### src/rtl/debug_reg_reader_pkg.sv
// Shared types and seven-segment constants for the register-file debug readout.
package debug_pkg;

    typedef enum logic [1:0] {
        IDLE,
        SETTLE,
        CAPTURE,
        HOLD
    } state_t;

    localparam logic [6:0] SEG_BLANK = 7'h7F;

    // Active-low {g,f,e,d,c,b,a}; entry 15 is written first, entry 0 last.
    localparam logic [15:0][6:0] SEG_TABLE = {
        7'b0001110,  // F
        7'b0000110,  // E
        7'b0100001,  // d
        7'b1000110,  // C
        7'b0000011,  // b
        7'b0001000,  // A
        7'b0010000,  // 9
        7'b0000000,  // 8
        7'b1111000,  // 7
        7'b0000010,  // 6
        7'b0010010,  // 5
        7'b0011001,  // 4
        7'b0110000,  // 3
        7'b0100100,  // 2
        7'b1111001,  // 1
        7'b1000000   // 0
    };

    function automatic logic [6:0] segDecode(input logic [3:0] nibble);
        return SEG_TABLE[nibble];
    endfunction

endpackage

### src/rtl/debug_reg_reader_if.sv
// Bus between the readout engine, the register file debug port and the HEX pins.
interface debug_reg_reader_if;

    logic        enable;
    logic        auto_mode;
    logic        step;
    logic [4:0]  rf_rd_addr;
    logic [31:0] rf_rd_data;
    logic [4:0]  cur_idx;
    logic        valid;
    logic [55:0] hex_out;

    modport slave (
        input  enable, auto_mode, step, rf_rd_data,
        output rf_rd_addr, cur_idx, valid, hex_out
    );

    modport master (
        output enable, auto_mode, step, rf_rd_data,
        input  rf_rd_addr, cur_idx, valid, hex_out
    );

endinterface

### src/rtl/debug_reg_reader_hex7seg.sv
// One nibble to one active-low seven-segment digit, purely combinational.
module hex7seg
    import debug_pkg::*;
(
    input  logic [3:0] i_nibble,
    output logic [6:0] o_seg
);

    assign o_seg = segDecode(i_nibble);

endmodule

### src/rtl/debug_reg_reader.sv
// Walks the register file through a spare read port and latches each value,
// decoded to eight HEX digits, for a timed or step-driven hold.
module debug_reg_reader
    import debug_pkg::*;
#(
    parameter int HOLD_CYCLES = 50_000_000,
    parameter int NUM_REGS    = 32,
    parameter int DATA_W      = 32
)(
    input  logic               clk,
    input  logic               rst,
    debug_reg_reader_if.slave  bus
);

    localparam int             CW       = $clog2(HOLD_CYCLES + 1);
    localparam logic [CW-1:0]  CNT_LAST = CW'(HOLD_CYCLES - 1);
    localparam logic [4:0]     IDX_LAST = 5'(NUM_REGS - 1);

    state_t          r_state;
    state_t          w_nextState;
    logic [4:0]      r_idx;
    logic [55:0]     r_hex;
    logic            r_valid;
    logic [CW-1:0]   r_cnt;
    logic            r_stepQ;

    logic            w_stepRise;
    logic            w_capture;
    logic            w_advance;
    logic            w_countUp;
    logic            w_stop;
    logic [55:0]     w_hex;

    assign w_stepRise = bus.step & ~r_stepQ;

    for (genvar g = 0; g < DATA_W / 4; g++) begin : g_digit
        hex7seg u_hex7seg (
            .i_nibble (bus.rf_rd_data[g*4 +: 4]),
            .o_seg    (w_hex[g*7 +: 7])
        );
    end

    always_ff @(posedge clk) begin
        if (rst) begin
            r_state <= IDLE;
        end else begin
            r_state <= w_nextState;
        end
    end

    // Dropping enable wins over everything; a step edge wins over the timer,
    // so a coincident expiry and step still yields a single advance.
    always_comb begin
        w_nextState = r_state;
        w_capture   = 1'b0;
        w_advance   = 1'b0;
        w_countUp   = 1'b0;
        w_stop      = 1'b0;
        case (r_state)
            IDLE: begin
                if (bus.enable) begin
                    w_nextState = SETTLE;
                end
            end
            SETTLE: begin
                if (!bus.enable) begin
                    w_nextState = IDLE;
                    w_stop      = 1'b1;
                end else begin
                    w_nextState = CAPTURE;
                end
            end
            CAPTURE: begin
                if (!bus.enable) begin
                    w_nextState = IDLE;
                    w_stop      = 1'b1;
                end else begin
                    w_nextState = HOLD;
                    w_capture   = 1'b1;
                end
            end
            HOLD: begin
                if (!bus.enable) begin
                    w_nextState = IDLE;
                    w_stop      = 1'b1;
                end else if (w_stepRise || (bus.auto_mode && r_cnt == CNT_LAST)) begin
                    w_nextState = SETTLE;
                    w_advance   = 1'b1;
                end else if (bus.auto_mode) begin
                    w_countUp   = 1'b1;
                end
            end
            default: begin
                w_nextState = IDLE;
            end
        endcase
    end

    always_ff @(posedge clk) begin
        if (rst) begin
            r_idx   <= '0;
            r_hex   <= {8{SEG_BLANK}};
            r_valid <= 1'b0;
            r_cnt   <= '0;
            r_stepQ <= 1'b0;
        end else begin
            r_stepQ <= bus.step;
            if (w_capture) begin
                r_hex   <= w_hex;
                r_valid <= 1'b1;
                r_cnt   <= '0;
            end
            if (w_advance) begin
                r_idx   <= (r_idx == IDX_LAST) ? 5'd0 : r_idx + 5'd1;
                r_valid <= 1'b0;
            end
            if (w_countUp) begin
                r_cnt <= r_cnt + CW'(1);
            end
            if (w_stop) begin
                r_valid <= 1'b0;
            end
        end
    end

    assign bus.rf_rd_addr = r_idx;
    assign bus.cur_idx    = r_idx;
    assign bus.valid      = r_valid;
    assign bus.hex_out    = r_hex;

endmodule
### src/flat_wrapper.sv
// flat-port wrapper written by rule: the top's interface ports become plain ports
module debug_reg_reader_flat import debug_pkg::*;
#(
    parameter int HOLD_CYCLES = 50_000_000,
    parameter int NUM_REGS    = 32,
    parameter int DATA_W      = 32
)
  (clk, rst, bus_enable, bus_auto_mode, bus_step, bus_rf_rd_data, bus_rf_rd_addr, bus_cur_idx, bus_valid, bus_hex_out);
  debug_reg_reader_if bus_i ();
  input  logic clk;
  input  logic rst;
  input wire logic [$bits(bus_i.enable)-1:0] bus_enable;
  input wire logic [$bits(bus_i.auto_mode)-1:0] bus_auto_mode;
  input wire logic [$bits(bus_i.step)-1:0] bus_step;
  input wire logic [$bits(bus_i.rf_rd_data)-1:0] bus_rf_rd_data;
  output wire logic [$bits(bus_i.rf_rd_addr)-1:0] bus_rf_rd_addr;
  output wire logic [$bits(bus_i.cur_idx)-1:0] bus_cur_idx;
  output wire logic [$bits(bus_i.valid)-1:0] bus_valid;
  output wire logic [$bits(bus_i.hex_out)-1:0] bus_hex_out;
  assign bus_i.enable = bus_enable;
  assign bus_i.auto_mode = bus_auto_mode;
  assign bus_i.step = bus_step;
  assign bus_i.rf_rd_data = bus_rf_rd_data;
  assign bus_rf_rd_addr = bus_i.rf_rd_addr;
  assign bus_cur_idx = bus_i.cur_idx;
  assign bus_valid = bus_i.valid;
  assign bus_hex_out = bus_i.hex_out;
  debug_reg_reader #(.HOLD_CYCLES(HOLD_CYCLES), .NUM_REGS(NUM_REGS), .DATA_W(DATA_W)) u_core (.clk(clk), .rst(rst), .bus(bus_i));
endmodule
### config.mk
export PLATFORM = sky130hd
export DESIGN_NAME = debug_reg_reader_flat
export DESIGN_NICKNAME = d
export VERILOG_FILES = /design/src/rtl/debug_reg_reader_pkg.sv /design/src/rtl/debug_reg_reader_if.sv /design/src/rtl/debug_reg_reader_hex7seg.sv /design/src/rtl/debug_reg_reader.sv /design/src/flat_wrapper.sv
export SDC_FILE = /design/constraint.sdc
export NUM_CORES = 1
export LEC_CHECK = 0
export CAP_MARGIN = 15
export CORE_ASPECT_RATIO = 0.9
export CORE_UTILIZATION = 55
export CTS_BUF_LIST = sky130_fd_sc_hd__clkbuf_8 sky130_fd_sc_hd__clkbuf_16
export CTS_CLUSTER_DIAMETER = 150
export DETAILED_ROUTE_END_ITERATION = 16
export PLACE_DENSITY_LB_ADDON = 0.3
export SLEW_MARGIN = 30
export SYNTH_ARGS = -nofsm -noshare
export SYNTH_HDL_FRONTEND = slang
export SYNTH_HIERARCHICAL = 1
export SYNTH_SLANG_ARGS = --single-unit
### constraint.sdc
create_clock -name clk -period 3.01 [get_ports clk]
set_input_delay 0.903 -clock clk [delete_from_list [all_inputs] [get_ports clk]]
set_output_delay 0.903 -clock clk [all_outputs]
set_load 0.1 [all_outputs]
# Word level (Yosys, flattened, before mapping)
# Memories as Yosys holds them, arrays and structs flattened. A register that Yosys moved wholly into a read port is not among the register bits.
# Cells that the tools add are included.
# word_totals
regBits	35
n_memories	8
romBits	896
# op_classes
n_eq_ne	7
addsub	2
n_bitwise	2
n_mux	20
reduce_logical	7
# memory_table
memory	depth	word_bits	rd	rd_ports_with_merged_regs	wr	line	rtl
(name not given)	16	7	1	1	0	debug_reg_reader_pkg.sv:34	return SEG_TABLE[nibble];
(name not given)	16	7	1	1	0	debug_reg_reader_pkg.sv:34	
(name not given)	16	7	1	1	0	debug_reg_reader_pkg.sv:34	
(name not given)	16	7	1	1	0	debug_reg_reader_pkg.sv:34	
(name not given)	16	7	1	1	0	debug_reg_reader_pkg.sv:34	
(name not given)	16	7	1	1	0	debug_reg_reader_pkg.sv:34	
+2 memories	--	--	--	--	--	--	
# op_table
cell	count
$mux 26	2
$add 26x1->26 const B	1
$eq 26x26->1 const B	1
$mux 1	11
$mux 2	5
$pmux 2 s4	1
$reduce_or 3->1	2
$add 5x1->5 const B	1
$eq 5x5->1 const B	1
$mux 5	1
$eq 2x2->1 const B	2
$ne 3x2->1 const B	1
$eq 2x1->1 const B	1
$logic_not 2->1	1
$ne 2x2->1 const B	1
$reduce_and 2->1	1
$reduce_bool 2->1	1
$and 1x1->1	1
$logic_and 1x1->1	1
$logic_or 1x1->1	1
$not 1->1	1

# Longest topological paths before layout
# logic_depth
word_depth	7
ltp_mapped	8
depth_no_buf	7

# By module
# The synthesis kept the hierarchy.
# modules_own_cells
module	cells_per_inst	seq_area_each_um2	instances	area_each_um2
debug_reg_reader	479	1821.7	1	3977.6
hex7seg at u_core.g_digit[1].u_hex7seg ...	32	0.0	7	275.3
hex7seg at u_core.g_digit[0].u_hex7seg	35	0.0	1	271.5

# Least setup slack after synthesis
# OpenSTA, ideal clock, no wires.
# synth_path
path_kind	register to output
from	register u_core.r_idx[0] (netlist: u_core/bus.cur_idx[0])
to	output bus_rf_rd_addr[0]
stages_incl_launch_ff	2
t_arrival_ns	1.412
setup_slack_ns	0.695
cell_sequence	dfxtp_1 > buf_4
# synth_rtl
item	line	rtl
start, declared	debug_reg_reader.sv:21	logic [4:0] r_idx;
start signal, assigned	debug_reg_reader.sv:114	r_idx <= (r_idx == IDX_LAST) ? 5'd0 : r_idx + 5'd1;
end, declared	flat_wrapper.sv:16	output wire logic [$bits(bus_i.rf_rd_addr)-1:0] bus_rf_rd_addr;
# No word-level cell between the ends.

# Worst setup path after layout
# layout_path
from	input bus_enable
to	register u_core.r_cnt[16]
# layout_between
elab_chain_cells	3
# layout_rtl
item	line	rtl
start, declared	flat_wrapper.sv:12	input wire logic [$bits(bus_i.enable)-1:0] bus_enable;
$mux 1, on equally long branches	debug_reg_reader.sv:83, debug_reg_reader.sv:74	
$mux 1	debug_reg_reader.sv:59	case (r_state)
$mux 26 or $reduce_bool 2->1 (tied branches)	--	
end signal, assigned	debug_reg_reader.sv:118	r_cnt <= r_cnt + CW'(1);
end, declared	debug_reg_reader.sv:24	logic [CW-1:0] r_cnt;
# Several ways; a longest one is shown, not always the timed one.
# A chain may end at the register's enable or synchronous reset.

==> results.cfg <==
[placement]
dpl.hpwl_microns = 10000
port_buffers = 103
gp_congestion = 0.856

[timing]
setup_violations = 0
slew_viol_final = 0
rsz0062_at_grt = no
holdWs_ns = 0.470
worst_pin_slew_ns = 0.579
max_slew_margin_pct = 61.4
fin_crit_sh_pct = 81.2
max_freq_mhz = 409
final.min_clock_period_ns = 2.44
fin_skew_ns = 0.00355
tns_ns = 0
finalHoldViolCount = 0

[power_and_ir_drop]
clkPwrFrac_pct = 40.0
p_leak_nw = 3.33
combPwrFrac_pct = 18.2
power_frac_seq_pct = 41.8
p_sw_share_pct = 27.7
p_switching_mw = 0.819
max-vdd-ir-drop_v = 0.000345
internal_power_mw = 2.14
power-per-cell-area_mw_per_mm2 = 403

[cts]
cts_tree = built
cts.hold.buffers_added = 0
post_cts_resized = 0
htreeDepth = 3
cts-root-buf = clkbuf_16
cts_buffer_depth = 2
cts.sinks = 91
clk_latency_ns = 0.34
postCtsSetupRepairBufs = 0
clk_pin_slew_ns = 0.06
cts_made_buffers = 9

[logic_synthesis]
synth-xor-area-share_pct = 0.284
ys_seq_area_share_pct = 29.5
synthTopCellsByArea = dfxtp_1 (29%), ha_1 (12%), nand2_1 (8.1%)
synthFlopType = dfxtp_1
synth.distinct_cells = 61
synth_compound_area_share_pct = 14.0
syn-cell-area_sq_mm = 0.00618
synth_top_family_by_area = simple AND/OR/NAND/NOR gates
muxShareOfSynthArea_pct = 9.30
synthCells = 738
synth_simple_gate_area_share_pct = 27.9
synth_top_area_share_pct = 29.5
async_flop_share_pct = 0
syn-mean-instance-area_sq_um = 8.37
synth_fa_ha_area_share_pct = 12.0
ys_seq_elements = 91
synth-edff-count = 0
synthesis.nets = 834
yosys.area.top_type = dfxtp_1
synth_warnings = 6

[final_layout]
nFillCells = 918
antenna_cells = 0
area_delta_synth_final_pct = 18.7
multi_input_area_sq_mm = 0.00392
nets = 907
seqCellArea_sq_mm = 0.00182
final_layout_size_suffix_gt1_share_pct = 14.8

[drt]
ant_nets = 0
via_count = 5474
totalWireLength_microns = 14300
dr.first_iter.drc_count = 314
route.detailed.drc = 0
drt_first_pass_iters = 4
via_per_inst = 5.65
routedWlPerCell_microns = 14.8

[grt]
grt_max_degree = 67
grt_pass1_vias = 5063
grt_antenna_before_repair = 0
grt_usage_pct = 25.0
grt_pass1_wl_microns = 23400
grt.overflow.total = 0

[floorplanning]
die_w_microns = 114
rows = 36
ios = 104
die_area_sq_mm = 0.0117
die_h_microns = 103
start_util_pct = 56.7
coreArea_sq_mm = 0.0109

[setup_path]
worstSetupStartpointType = input port
slowest_stage = clkdlybuf4s50_1
cpPeakStageDelay_ns = 0.52
path_max_fanout = 23
path_class = in -> reg
cp.required_ns = 3.28
cp_cell_sequence = clkdlybuf4s50_1 > nand3_1 > nor4b_1 > a21boi_1 > buf_4 > o21ai_0 > a31oi_1
end_kind = flip-flop
arrival_ns = 2.71

[run]
drv_cap = 0

[hold_path]
hold_class = reg -> reg

[outcome]
status = finished clean
==> logic make-up after synthesis <==
group,count (synthesis)
AND/OR/NAND/NOR,323
AO/OA/AOI/OAI,129
flip-flops,91
buffers and inverters,89
adder cells (fa/ha/maj),59
multiplexers,45
XOR/XNOR,2
==> cell usage in the layout, fill, tap and decap left out, drive strengths merged, types with 6 or more instances in the layout <==
master | synthesis | routed
a32o | 7 | 7
clkdlybuf4s50 | 0 | 35
nor4 | 11 | 11
a22o | 16 | 16
a21oi | 21 | 21
ha | 59 | 59
and3 | 9 | 9
dfxtp | 91 | 91
and2b | 7 | 7
nor3 | 11 | 11
nand4 | 8 | 8
buf | 26 | 76
nand3b | 57 | 57
nand3 | 10 | 10
nor2 | 46 | 46
a221o | 7 | 7
o21ai | 51 | 51
inv | 40 | 40
mux2i | 30 | 30
nand2 | 134 | 134
clkbuf | 23 | 12
or3b | 8 | 8
mux4 | 7 | 7
o21a | 6 | 6
mux2 | 8 | 8
==> synthesized netlist by cell type (2+ instances only) <==
master,count
nand2_1,133
dfxtp_1,91
ha_1,59
nand3b_1,57
nor2_1,46
o21ai_0,46
inv_1,39
mux2i_1,30
clkbuf_1,23
a21oi_1,20
a22o_1,16
nor3_1,11
nand3_1,10
and3_1,9
buf_2,9
nor4_1,9
buf_4,8
buf_6,8
mux2_2,8
or3b_1,8
a221o_1,7
a32o_1,7
and2b_2,7
mux4_1,7
nand4_1,7
o21a_1,5
or3_1,5
a31oi_1,4
o21ai_1,4
nor2b_1,3
nor3b_1,3
a211o_1,2
a211oi_1,2
a21o_1,2
and4_1,2
o211ai_1,2
o311a_1,2
o31a_1,2
or4_1,2
xnor2_1,2
==> critical path: cells and delay by family <==
kind            cells  cell delay, ns
buf+inv             2            0.78
simple gates        2            0.53
compound gates      3            0.49
==> power by group through the flow <==
stage	sequential (mW)	combinational, mW	clock (mW)
global route	1.24	0.579	1.26
floorplan	1.39	0.271	0
global placement	1.26	0.515	0
finish	1.24	0.538	1.18
CTS	1.24	0.535	1.21
detailed placement	1.26	0.533	0
==> registers in the layout (all words and copies together), names as in the netlist <==
name	cells
u_core/bus.hex_out	56
u_core/r_state	2
u_core/r_cnt	26
u_core/r_stepQ	1
u_core/bus.cur_idx	5
u_core/bus.valid	1
==> stage by stage <==
stage / util (%) / setup WS, ns / cell area (sq um) / power [mW] / std cells
after floorplan: - / 0.695 / 6180 / 1.66 / 738
after detailed placement: 64.4 / 0.230 / 7020 / 1.80 / 952
after CTS: 67.3 / 0.595 / 7330 / 2.99 / 968
final: 67.3 / 0.567 / 7330 / 2.95 / 968
after global placement: 64.4 / 0.268 / 7020 / 1.78 / 952
after global routing: 67.3 / 0.429 / 7330 / 3.08 / 968
==> path summary, 6_finish.rpt <==
check / startpoint / endpoint / slack (ns) / cells past startpoint
setup / recovery: bus_enable / u_core/r_cnt[16] / 0.57 / 7
hold / removal: u_core/bus.hex_out[38] / u_core/bus.hex_out[38] / 0.47 / 2
setup reg to reg: u_core/r_cnt[7] / u_core/r_cnt[20] / 0.80 / 5
hold reg to reg: u_core/bus.hex_out[38] / u_core/bus.hex_out[38] / 0.47 / 2
==> layer usage <==
metal	share of wire, %	track usage [%]	vias up
met5	0	0	-
met4	1.0	6.48	0
met3	5.6	6.58	11
met2	50	45.3	128
met1	43	29.4	2600
li1	-	-	2735
==> layout make-up <==
class                           instances  area share [%]
Tap cell                              152            2.59
Clock inverter                          4           0.648
Multi-Input combinational cell        558            53.5
Clock buffer                           12            3.63
Inverter                               40            2.08
Timing Repair Buffer                  111            12.7
Sequential cell                        91            24.8
Note: power is estimated with default switching activity, not from simulation.
